--- src/rtl/seg_display_if.sv ---
// Sequencer-side bus for the seven-segment display peripheral.
// The sequencer (master) drives the instruction word and its enable.
// The display (slave) returns its value register, the multiplexed
// digit drive and the current scan index for observation.
//
// Handshake: there is no back-pressure. An instruction is consumed on
// every rising clock edge where inst_en is high; the peripheral is
// always ready, and inst is ignored whenever inst_en is low.
interface seg_display_if;
   logic [11:0] inst;       // [11:8] opcode, [7:0] immediate
   logic        inst_en;    // execute inst on this rising edge
   logic [15:0] value;      // current display value register
   logic [3:0]  anodes;     // active-low digit enables
   logic [7:0]  segments;   // active-low {dp,g,f,e,d,c,b,a}
   logic [1:0]  dbg_digit;  // scan state: digit index being prepared

   modport master (
      output inst, inst_en,
      input  value, anodes, segments, dbg_digit
   );

   modport slave (
      input  inst, inst_en,
      output value, anodes, segments, dbg_digit
   );
endinterface

--- src/rtl/seg_display.sv ---
// Four-digit, time-multiplexed, common-anode seven-segment driver.
// It holds a 16-bit value plus per-digit blank and decimal-point masks,
// all loaded by 12-bit sequencer instructions. A free-running refresh
// counter steps the scan through digits 0..3. The anode and segment
// drive is registered, so the display lags internal state by one cycle.
module seg_display #(
   parameter int REFRESH_DIV = 50000
) (
   input logic        clock,
   input logic        reset,
   seg_display_if.slave bus
);

   localparam int CNT_W = (REFRESH_DIV > 2) ? $clog2(REFRESH_DIV) : 1;
   localparam logic [CNT_W-1:0] CNT_LAST = CNT_W'(REFRESH_DIV - 1);

   localparam logic [3:0] OP_NOP = 4'h0;
   localparam logic [3:0] OP_LDL = 4'h1;
   localparam logic [3:0] OP_LDH = 4'h2;
   localparam logic [3:0] OP_CLR = 4'h3;
   localparam logic [3:0] OP_BLK = 4'h4;
   localparam logic [3:0] OP_INC = 4'h5;
   localparam logic [3:0] OP_DEC = 4'h6;
   localparam logic [3:0] OP_DPS = 4'h7;

   typedef enum logic [1:0] {
      DIGIT_0 = 2'd0,
      DIGIT_1 = 2'd1,
      DIGIT_2 = 2'd2,
      DIGIT_3 = 2'd3
   } digit_t;

   // Architectural registers
   logic [15:0]      r_value;
   logic [3:0]       r_blank;
   logic [3:0]       r_dp;
   logic [CNT_W-1:0] r_refresh;
   digit_t           r_digit;
   logic [3:0]       r_anodes;
   logic [7:0]       r_segments;

   // Combinational next-state and decode signals
   logic [3:0]       w_op;
   logic [7:0]       w_imm;
   logic [15:0]      w_value_next;
   logic [3:0]       w_blank_next;
   logic [3:0]       w_dp_next;
   logic             w_wrap;
   digit_t           w_digit_next;
   logic [3:0]       w_nibble;
   logic [6:0]       w_hex;
   logic [3:0]       w_anodes_next;
   logic [7:0]       w_segments_next;

   assign w_op   = bus.inst[11:8];
   assign w_imm  = bus.inst[7:0];
   assign w_wrap = (r_refresh == CNT_LAST);

   // Instruction decode: compute the register file update for this edge
   always_comb begin
      w_value_next = r_value;
      w_blank_next = r_blank;
      w_dp_next    = r_dp;
      if (bus.inst_en) begin
         case (w_op)
            OP_NOP: ;
            OP_LDL: w_value_next[7:0]  = w_imm;
            OP_LDH: w_value_next[15:8] = w_imm;
            OP_CLR: w_value_next       = 16'h0000;
            OP_BLK: w_blank_next       = w_imm[3:0];
            OP_INC: w_value_next       = r_value + 16'd1;
            OP_DEC: w_value_next       = r_value - 16'd1;
            OP_DPS: w_dp_next          = w_imm[3:0];
            default: ;  // 0x8-0xF are reserved and behave as NOP
         endcase
      end
   end

   // Value, blank and decimal-point registers
   always_ff @(posedge clock or posedge reset) begin
      if (reset) begin
         r_value <= 16'h0000;
         r_blank <= 4'h0;
         r_dp    <= 4'h0;
      end else begin
         r_value <= w_value_next;
         r_blank <= w_blank_next;
         r_dp    <= w_dp_next;
      end
   end

   // Refresh counter: free-running 0..REFRESH_DIV-1, never touched by instructions
   always_ff @(posedge clock or posedge reset) begin
      if (reset) begin
         r_refresh <= '0;
      end else if (w_wrap) begin
         r_refresh <= '0;
      end else begin
         r_refresh <= r_refresh + CNT_W'(1);
      end
   end

   // Scan state register
   always_ff @(posedge clock or posedge reset) begin
      if (reset) begin
         r_digit <= DIGIT_0;
      end else begin
         r_digit <= w_digit_next;
      end
   end

   // Scan next-state: advance one digit each time the refresh counter wraps
   always_comb begin
      w_digit_next = r_digit;
      if (w_wrap) begin
         case (r_digit)
            DIGIT_0: w_digit_next = DIGIT_1;
            DIGIT_1: w_digit_next = DIGIT_2;
            DIGIT_2: w_digit_next = DIGIT_3;
            DIGIT_3: w_digit_next = DIGIT_0;
            default: w_digit_next = DIGIT_0;
         endcase
      end
   end

   // Select the nibble belonging to the digit currently being scanned
   always_comb begin
      w_nibble = r_value[3:0];
      case (r_digit)
         DIGIT_0: w_nibble = r_value[3:0];
         DIGIT_1: w_nibble = r_value[7:4];
         DIGIT_2: w_nibble = r_value[11:8];
         DIGIT_3: w_nibble = r_value[15:12];
         default: w_nibble = r_value[3:0];
      endcase
   end

   // Hex to active-low {g,f,e,d,c,b,a}
   always_comb begin
      w_hex = 7'h7F;
      case (w_nibble)
         4'h0: w_hex = 7'h40;
         4'h1: w_hex = 7'h79;
         4'h2: w_hex = 7'h24;
         4'h3: w_hex = 7'h30;
         4'h4: w_hex = 7'h19;
         4'h5: w_hex = 7'h12;
         4'h6: w_hex = 7'h02;
         4'h7: w_hex = 7'h78;
         4'h8: w_hex = 7'h00;
         4'h9: w_hex = 7'h10;
         4'hA: w_hex = 7'h08;
         4'hB: w_hex = 7'h03;
         4'hC: w_hex = 7'h46;
         4'hD: w_hex = 7'h21;
         4'hE: w_hex = 7'h06;
         4'hF: w_hex = 7'h0E;
         default: w_hex = 7'h7F;
      endcase
   end

   // Drive pattern for the scanned digit; a blanked digit turns everything off
   always_comb begin
      w_anodes_next   = 4'b1111;
      w_segments_next = 8'hFF;
      if (!r_blank[r_digit]) begin
         w_anodes_next   = ~(4'b0001 << r_digit);
         w_segments_next = {~r_dp[r_digit], w_hex};
      end
   end

   // Registered output stage keeps the pins glitch-free on digit changes
   always_ff @(posedge clock or posedge reset) begin
      if (reset) begin
         r_anodes   <= 4'b1111;
         r_segments <= 8'hFF;
      end else begin
         r_anodes   <= w_anodes_next;
         r_segments <= w_segments_next;
      end
   end

   assign bus.value     = r_value;
   assign bus.anodes    = r_anodes;
   assign bus.segments  = r_segments;
   assign bus.dbg_digit = r_digit;

endmodule

--- src/flat_wrapper.sv ---
// flat-port wrapper written by rule: the top's interface ports become plain ports
module seg_display_flat 
#(
   parameter int REFRESH_DIV = 50000
)
  (clock, reset, bus_inst, bus_inst_en, bus_value, bus_anodes, bus_segments, bus_dbg_digit);
  seg_display_if bus_i ();
  input logic clock;
  input logic reset;
  input wire logic [$bits(bus_i.inst)-1:0] bus_inst;
  input wire logic [$bits(bus_i.inst_en)-1:0] bus_inst_en;
  output wire logic [$bits(bus_i.value)-1:0] bus_value;
  output wire logic [$bits(bus_i.anodes)-1:0] bus_anodes;
  output wire logic [$bits(bus_i.segments)-1:0] bus_segments;
  output wire logic [$bits(bus_i.dbg_digit)-1:0] bus_dbg_digit;
  assign bus_i.inst = bus_inst;
  assign bus_i.inst_en = bus_inst_en;
  assign bus_value = bus_i.value;
  assign bus_anodes = bus_i.anodes;
  assign bus_segments = bus_i.segments;
  assign bus_dbg_digit = bus_i.dbg_digit;
  seg_display #(.REFRESH_DIV(REFRESH_DIV)) u_core (.clock(clock), .reset(reset), .bus(bus_i));
endmodule
--- config.mk ---
export PLATFORM = sky130hd
export DESIGN_NAME = seg_display_flat
export DESIGN_NICKNAME = d
export VERILOG_FILES = /design/src/rtl/seg_display_if.sv /design/src/rtl/seg_display.sv /design/src/flat_wrapper.sv
export SDC_FILE = /design/constraint.sdc
export NUM_CORES = 1
export LEC_CHECK = 0
export ABC_AREA = 1
export CORE_MARGIN = 3
export CORE_UTILIZATION = 50
export DETAILED_ROUTE_END_ITERATION = 10
export PLACE_DENSITY = 0.75
export SLEW_MARGIN = 5
export SYNTH_ARGS = -nofsm -noshare
export SYNTH_HDL_FRONTEND = slang
export SYNTH_SLANG_ARGS = --single-unit
--- constraint.sdc ---
create_clock -name clock -period 2.1 [get_ports clock]
set_clock_uncertainty 0.1 [all_clocks]
set_input_delay 0.525 -clock clock [delete_from_list [all_inputs] [get_ports clock]]
set_output_delay 0.525 -clock clock [all_outputs]
set_load 0.03 [all_outputs]
==> impl_results.md, run 1 <==
* Status: complete, no violations
* Chip Height at 94.0 µm
* Fin util at 0.649
* Pre-Repair DR Iteration Count at 5
* WL/cell at 14.2 µm
* CP top delay family: buffers and inverters
* Initial DRC Count at 339
* CTS hold repair buffers at 0
* Critical Path RT at 1.47 ns
* Cell Area, Synth at 0.00388 mm²
* FF-to-FF Start: u_core.bus.dbg_digit[0]$_DFFE_PP0N_
* WL final at 10.6 mm
* Setup WS post-layout at 0.0420 ns
* Area growth syn-to-layout at 23.3%
* IO Count at 45
* Clock period minus worst slack at 2.06 ns
* Flop2flop setup slack at 0.17 ns
* WHS Endpoint: u_core.r_refresh[0]$_DFF_PP0_
* TNS Setup at 0 ns
* Ys flop type: dfrtp_1
* Hold Startpoint: u_core.r_refresh[0]$_DFF_PP0_
* Vias in the first global route at 3767
* Row count at 31
* Synth warn at 0
* CTS Sinks at 54
* Gp weighted congestion at 1.00
* Final setup viols at 0
* Vias/cell at 5.34
* Fmax at 0.486 GHz
* Ranking of synthesized cells by area: dfrtp_1 27%, nand2_1 15%, nand3_1 9.2%, dfstp_2 8.1%, inv_1 7.3%
* Worst path arrival time at 1.43 ns
* WS Path Type: flip-flop to output pin
* # diodes at 0
* Period utilisation layout at 0.980
* HPWL Detailed at 8.25 mm
* Most common cell after layout, fill and taps aside: nand2_1
* Leakage at 2.38 nW
* Number of H-tree levels at 2
* Slew margin rel. at 0.709
* CTS Buf Count at 5
* Leading area contributor after synthesis: dfrtp_1
* Max-Cap Viols at 0
* EDFF count, synth at 0
* Buf/Inv on CP at 1
* Worst IR Drop VDD at 0.000490 V
* Synth unique cells at 37
* Port bufs at 44
* End of the worst register-to-register path: u_core.bus.segments[1]$_DFF_PP1_
* CP startpoint kind: flip-flop
* Number of nets with antenna violations after routing at 0
* Syn Area/Cell at 6.79 µm²
* P per Cell Area at 788 mW/mm²
* Tot Pwr at 3.77 mW
* Starting Density at 0.526
* GRT Util Overall at 0.254
* Post-place setup slack at -0.134 ns
* CTS root buf: clkbuf_8
* Ratio of cells with drive above 1 in the final layout at 0.162
* Crit end category: output pin
* Final hold violation count at 0
* First-pass GRT wire length at 17.8 mm
* Via count at 3991
* Synth top area share at 0.271
* Die area at 0.00884 mm²
* Syn_nets at 599
* Fillers at 681
* Max Fanout on Critical Path at 4
* Die X at 94.0 µm
* Worst-case reg-to-reg path depth at 10
* Total grt overflow at 0
* Largest net degree at the start of global routing at 25
* Initial antenna violation count at 0
* TritonCTS clock tree: built
* Reg area at 0.00137 mm²
* Seq/Total Area, Yosys at 0.352
* DRC at 0
* Clock insertion delay at the later pin of the skew report at 0.32 ns
* Core area at 0.00737 mm²
* Final net count at 675
* Area taken by multi-input logic gates at 0.00215 mm²
* #FFs+latches synth at 54
* Slowest CP cell: clkdlybuf4s50_1
* Largest stage delay on the critical path at 0.70 ns
* Hold Crit Class: flip-flop to flip-flop
* Commonest non-fill, non-tap cells in the layout: 151 x nand2_1, 72 x inv_1, 72 x nor2_1
* Final slew viol count at 0
* Max Buffers Root-to-Sink at 2
* Worst-margin pin slew at 0.436 ns
* RSZ-0062 raised after global routing: false
* Ys async rst share at 1.00
* Clock slew at reported path FFs at 0.11 ns
* Crit-path cells: clkdlybuf4s50_1
* Hold path depth at 1
* Syn Inst Count at 571
-- power breakdown --
group          total [mW]  switching [mW]  leakage (nW)  internal (mW)
Clock               0.652           0.379        0.0514          0.273
Sequential           1.40           0.143         0.646           1.25
Combinational        1.72            1.13          1.69          0.592
-- synthesized netlist by cell type (all sizes together), types with 3 or more instances --
library cell  count
o21ai            41
nand3b            3
nor3              5
nor2             84
o22ai             4
buf              11
xor2              7
inv              82
a21oi            11
ha               13
nand3            74
nand4             9
dfstp            12
nand2           160
dfrtp            42
-- metrics by stage --
| step | cell area [µm²] | hold slack (ns) | std cells |
|---|---|---|---|
| global route | 4780 | 0.396 | 747 |
| CTS | 4720 | 0.396 | 744 |
| floorplan | 3890 | 0.333 | 571 |
| finish | 4780 | 0.383 | 747 |
| detailed placement | 4650 | 0.373 | 736 |
| global placement | 4650 | 0.348 | 736 |
-- state kept, by name, summed over array words and instances (netlist names) --
signal,cells
u_core.bus.segments,8
u_core.r_dp,4
u_core.bus.value,16
u_core.bus.dbg_digit,2
u_core.r_blank,4
u_core.bus.anodes,4
u_core.r_refresh,16
-- logic make-up (layout without fill, tap and decap cells) --
logic type / after synthesis / in the layout / share of synthesized area
AND/OR/NAND/NOR: 339 / 339 / 0.397
buffers and inverters: 96 / 173 / 0.105
AO/OA/AOI/OAI: 60 / 60 / 0.0830
flip-flops: 54 / 54 / 0.352
adder cells (fa/ha/maj): 13 / 13 / 0.0420
XOR/XNOR: 9 / 9 / 0.0203
-- cell type report --
cell class              count  area share
multi-input cells         421       0.450
flip-flops and latches     54       0.287
repair buffers             82       0.152
inverters                  83      0.0652
well taps                  99      0.0259
clock buffers               6      0.0173
clock inverters             2     0.00366
-- worst max-delay path by stage --
stage / cells after the start / endpoint / startpoint / slack (ns)
6_report: 1 / bus_value[8] / u_core.bus.value[8]$_DFFE_PP0P_ / 0.04
5_1_grt: 1 / bus_dbg_digit[1] / u_core.bus.dbg_digit[1]$_DFFE_PP0N_ / 0.005
3_3_place_gp: 11 / u_core.bus.value[7]$_DFFE_PP0P_ / bus_inst[8] / -0.05
2_1_floorplan: 11 / u_core.bus.segments[5]$_DFF_PP1_ / u_core.bus.dbg_digit[0]$_DFFE_PP0N_ / 0.02
4_1_cts: 11 / u_core.bus.segments[5]$_DFF_PP1_ / u_core.bus.dbg_digit[0]$_DFFE_PP0N_ / 0.02
3_5_place_dp: 11 / u_core.bus.value[7]$_DFFE_PP0P_ / bus_inst[8] / -0.13
-- metal layers --
metal	vias up	track usage	part of all wire
li1	1963	-	-
met1	1853	0.339	0.44
met2	160	0.432	0.47
met3	15	0.0377	0.076
met4	0	0.0614	0.016
met5	-	0	0
-- what timing repair did --
item / 4_1_cts / 5_1_grt
pin swaps: 0 / 2
buffers inserted: 0 / 3
endpoints found under the setup margin: 21 / 7
hold endpoints to repair: 0 / 0
cloned: 0 / 0
gates resized for setup: 21 / 12
Note: power is estimated with default switching activity, not from simulation.
==> inputs of run 2 (changes only) <==
--- a/config.mk
+++ b/config.mk
@@ -6,7 +6,7 @@
 export NUM_CORES = 1
 export LEC_CHECK = 0
 export ABC_AREA = 1
-export CORE_MARGIN = 3
+export CAP_MARGIN = 20
 export CORE_UTILIZATION = 50
 export DETAILED_ROUTE_END_ITERATION = 10
 export PLACE_DENSITY = 0.75
==> run 2 against run 1 <==
  * Die area fell by 8.3%
  * Non-clock buffer count fell by 1
  * Global-route usage rose by 1.8 points
  * Cell count fell by 0.13%
  * First-iteration DRC count rose by 4.1%
  * Utilization rose by 0.15 points
  * Largest power group unchanged
  * Largest cell class unchanged
  * Sequential power barely moved
==> impl_results.md, run 2 (synthesis gave the netlist of run 1 again) <==
* Status: complete, no violations
* Starting Density at 0.526 (unchanged)
* Slowest CP cell: clkdlybuf4s50_1
* TritonCTS clock tree: built
* CTS hold repair buffers at 0 (unchanged)
* CTS Buf Count at 5 (unchanged)
* WL final at 10.5 mm (-0.86%)
* Commonest non-fill, non-tap cells in the layout: 151 x nand2_1, 72 x nor2_1, 71 x inv_1, 71 x nand3_1, 39 x dfrtp_1
* Met2 Use GR at 0.452 (+0.0200)
* P per Cell Area at 789 mW/mm² (+0.13%)
* Initial antenna violation count at 0 (unchanged)
* Vias in the first global route at 3717 (-1.3%)
* RSZ-0062 raised after global routing: false
* Final hold violation count at 0 (unchanged)
* Worst IR Drop VDD at 0.000412 V (-16%)
* Buf/Inv on CP at 1 (unchanged)
* Core area at 0.00737 mm² (unchanged)
* Chip Height at 90.0 µm (-4.3%)
* Placed insts at 735 (-0.14%)
* Slew margin rel. at 0.698 (-0.0107)
* Max-Cap Viols at 0 (unchanged)
* Final net count at 674 (-0.15%)
* CP startpoint kind: flip-flop
* WS Path Type: flip-flop to output pin
* Fmax at 0.489 GHz (+0.56%)
* Most common cell after layout, fill and taps aside: nand2_1
* Period utilisation layout at 0.975 (-0.00544)
* Area growth syn-to-layout at 23.6%
* Final slew viol count at 0 (unchanged)
* Via count at 3966 (-0.63%)
* Non-Filler Instances at 746 (-0.13%)
* Pre-Repair DR Iteration Count at 6 (+1)
* Die area at 0.00811 mm² (-8.3%)
* DRC at 0 (unchanged)
* Worst hold margin at 0.373 ns (-0.00930 ns)
* First-pass GRT wire length at 17.9 mm (+0.82%)
* CTS root buf: clkbuf_8
* Max Buffers Root-to-Sink at 2 (unchanged)
* Number of nets with antenna violations after routing at 0 (unchanged)
* Post-place setup slack at -0.139 ns (-0.00493 ns)
* Port bufs at 44 (unchanged)
* Ratio of cells with drive above 1 in the final layout at 0.161 (-0.00130)
* CTS Sinks at 54 (unchanged)
* Setup WS post-layout at 0.0534 ns (+0.0114 ns)
* HPWL Detailed at 8.15 mm (-1.2%)
* Die X at 90.0 µm (-4.3%)
* Final setup viols at 0 (unchanged)
* Crit end category: output pin
* Leakage at 2.38 nW (-0.12%)
* Largest stage delay on the critical path at 0.68 ns (-0.02 ns)
* Initial DRC Count at 353 (+4.1%)
* Critical Path RT at 1.47 ns (about the same)
* Clock insertion delay at the later pin of the skew report at 0.32 ns (about the same)
* Met1 Resource Use GR at 0.359 (+0.0203)
* M3 GR Usage at 0.0448 (+0.00718)
* Max Fanout on Critical Path at 5 (+1)
* Crit-path cells: clkdlybuf4s50_1
* IO Count at 45 (unchanged)
* Clock slew at reported path FFs at 0.10 ns (about the same)
* WL/cell at 14.1 µm (-0.72%)
* Worst-margin pin slew at 0.452 ns (+0.0160 ns)
* Fillers at 675 (-0.88%)
* Gr busiest metal: met2
* # diodes at 0 (unchanged)
* Clock period minus worst slack at 2.05 ns (-0.0114 ns)
* Area taken by multi-input logic gates at 0.00215 mm² (-0.23%)
* GRT Util Overall at 0.272 (+0.0181)
* Total grt overflow at 0 (unchanged)
* Largest net degree at the start of global routing at 25 (unchanged)
* Worst path arrival time at 1.42 ns (about the same)
* Row count at 31 (unchanged)
* Reg area at 0.00137 mm² (unchanged)
* Number of H-tree levels at 2 (unchanged)
* CP top delay family: buffers and inverters
* Vias/cell at 5.32 (-0.49%)
* Gp weighted congestion at 1.03 (+2.6%)
* Hold Crit Class: flip-flop to flip-flop
-- run 2: path summary, 6_finish.rpt --
check / from / endpoint / slack (ns) / cells after the start
max in group asynchronous: reset / u_core.bus.anodes[0]$_DFF_PP1_ / 1.01 / 3
hold / removal: u_core.r_refresh[0]$_DFF_PP0_ / u_core.r_refresh[0]$_DFF_PP0_ / 0.37 / 1
setup / recovery: u_core.bus.dbg_digit[1]$_DFFE_PP0N_ / bus_dbg_digit[1] / 0.05 / 1
hold reg to reg: u_core.r_refresh[0]$_DFF_PP0_ / u_core.r_refresh[0]$_DFF_PP0_ / 0.37 / 1
min in group asynchronous: reset / u_core.bus.value[13]$_DFFE_PP0P_ / 0.38 / 2
setup reg to reg: u_core.bus.dbg_digit[0]$_DFFE_PP0N_ / u_core.bus.segments[0]$_DFF_PP1_ / 0.13 / 11
-- run 2: stage by stage --
step,area (µm²),TNS (ns),util,total power [mW]
final,4790,0,0.650,3.78
after global placement,4660,-0.324,0.633,3.16
after floorplan,3890,0,-,2.52
after detailed placement,4660,-0.738,0.633,3.17
after global routing,4790,0,0.650,4.03
after CTS,4740,0,0.643,3.76
-- run 2: repair_timing --
action,in CTS,in global routing
endpoints found under the hold margin,0,0
gates resized for setup,21,12
setup endpoints to repair,21,8
cloned,0,0
buffers inserted,0,3
pin swaps,0,1
-- run 2: area by class of cell --
cell class / count / share of cell area
multi-input cells: 421 / 0.448
flip-flops and latches: 54 / 0.286
repair buffers: 81 / 0.155
inverters: 83 / 0.0650
well taps: 99 / 0.0258
clock buffers: 6 / 0.0172
clock inverters: 2 / 0.00339
-- run 2: layer usage --
metal / wire length [µm] / vias up
li1: - / 1960
met1: 4550 / 1829
met2: 4960 / 156
met3: 764 / 21
met4: 242 / 0
met5: 0 / -
-- run 2: power by group --
part           internal, mW  switching [mW]
sequential             1.25           0.145
clock                 0.273           0.382
combinational         0.595            1.13
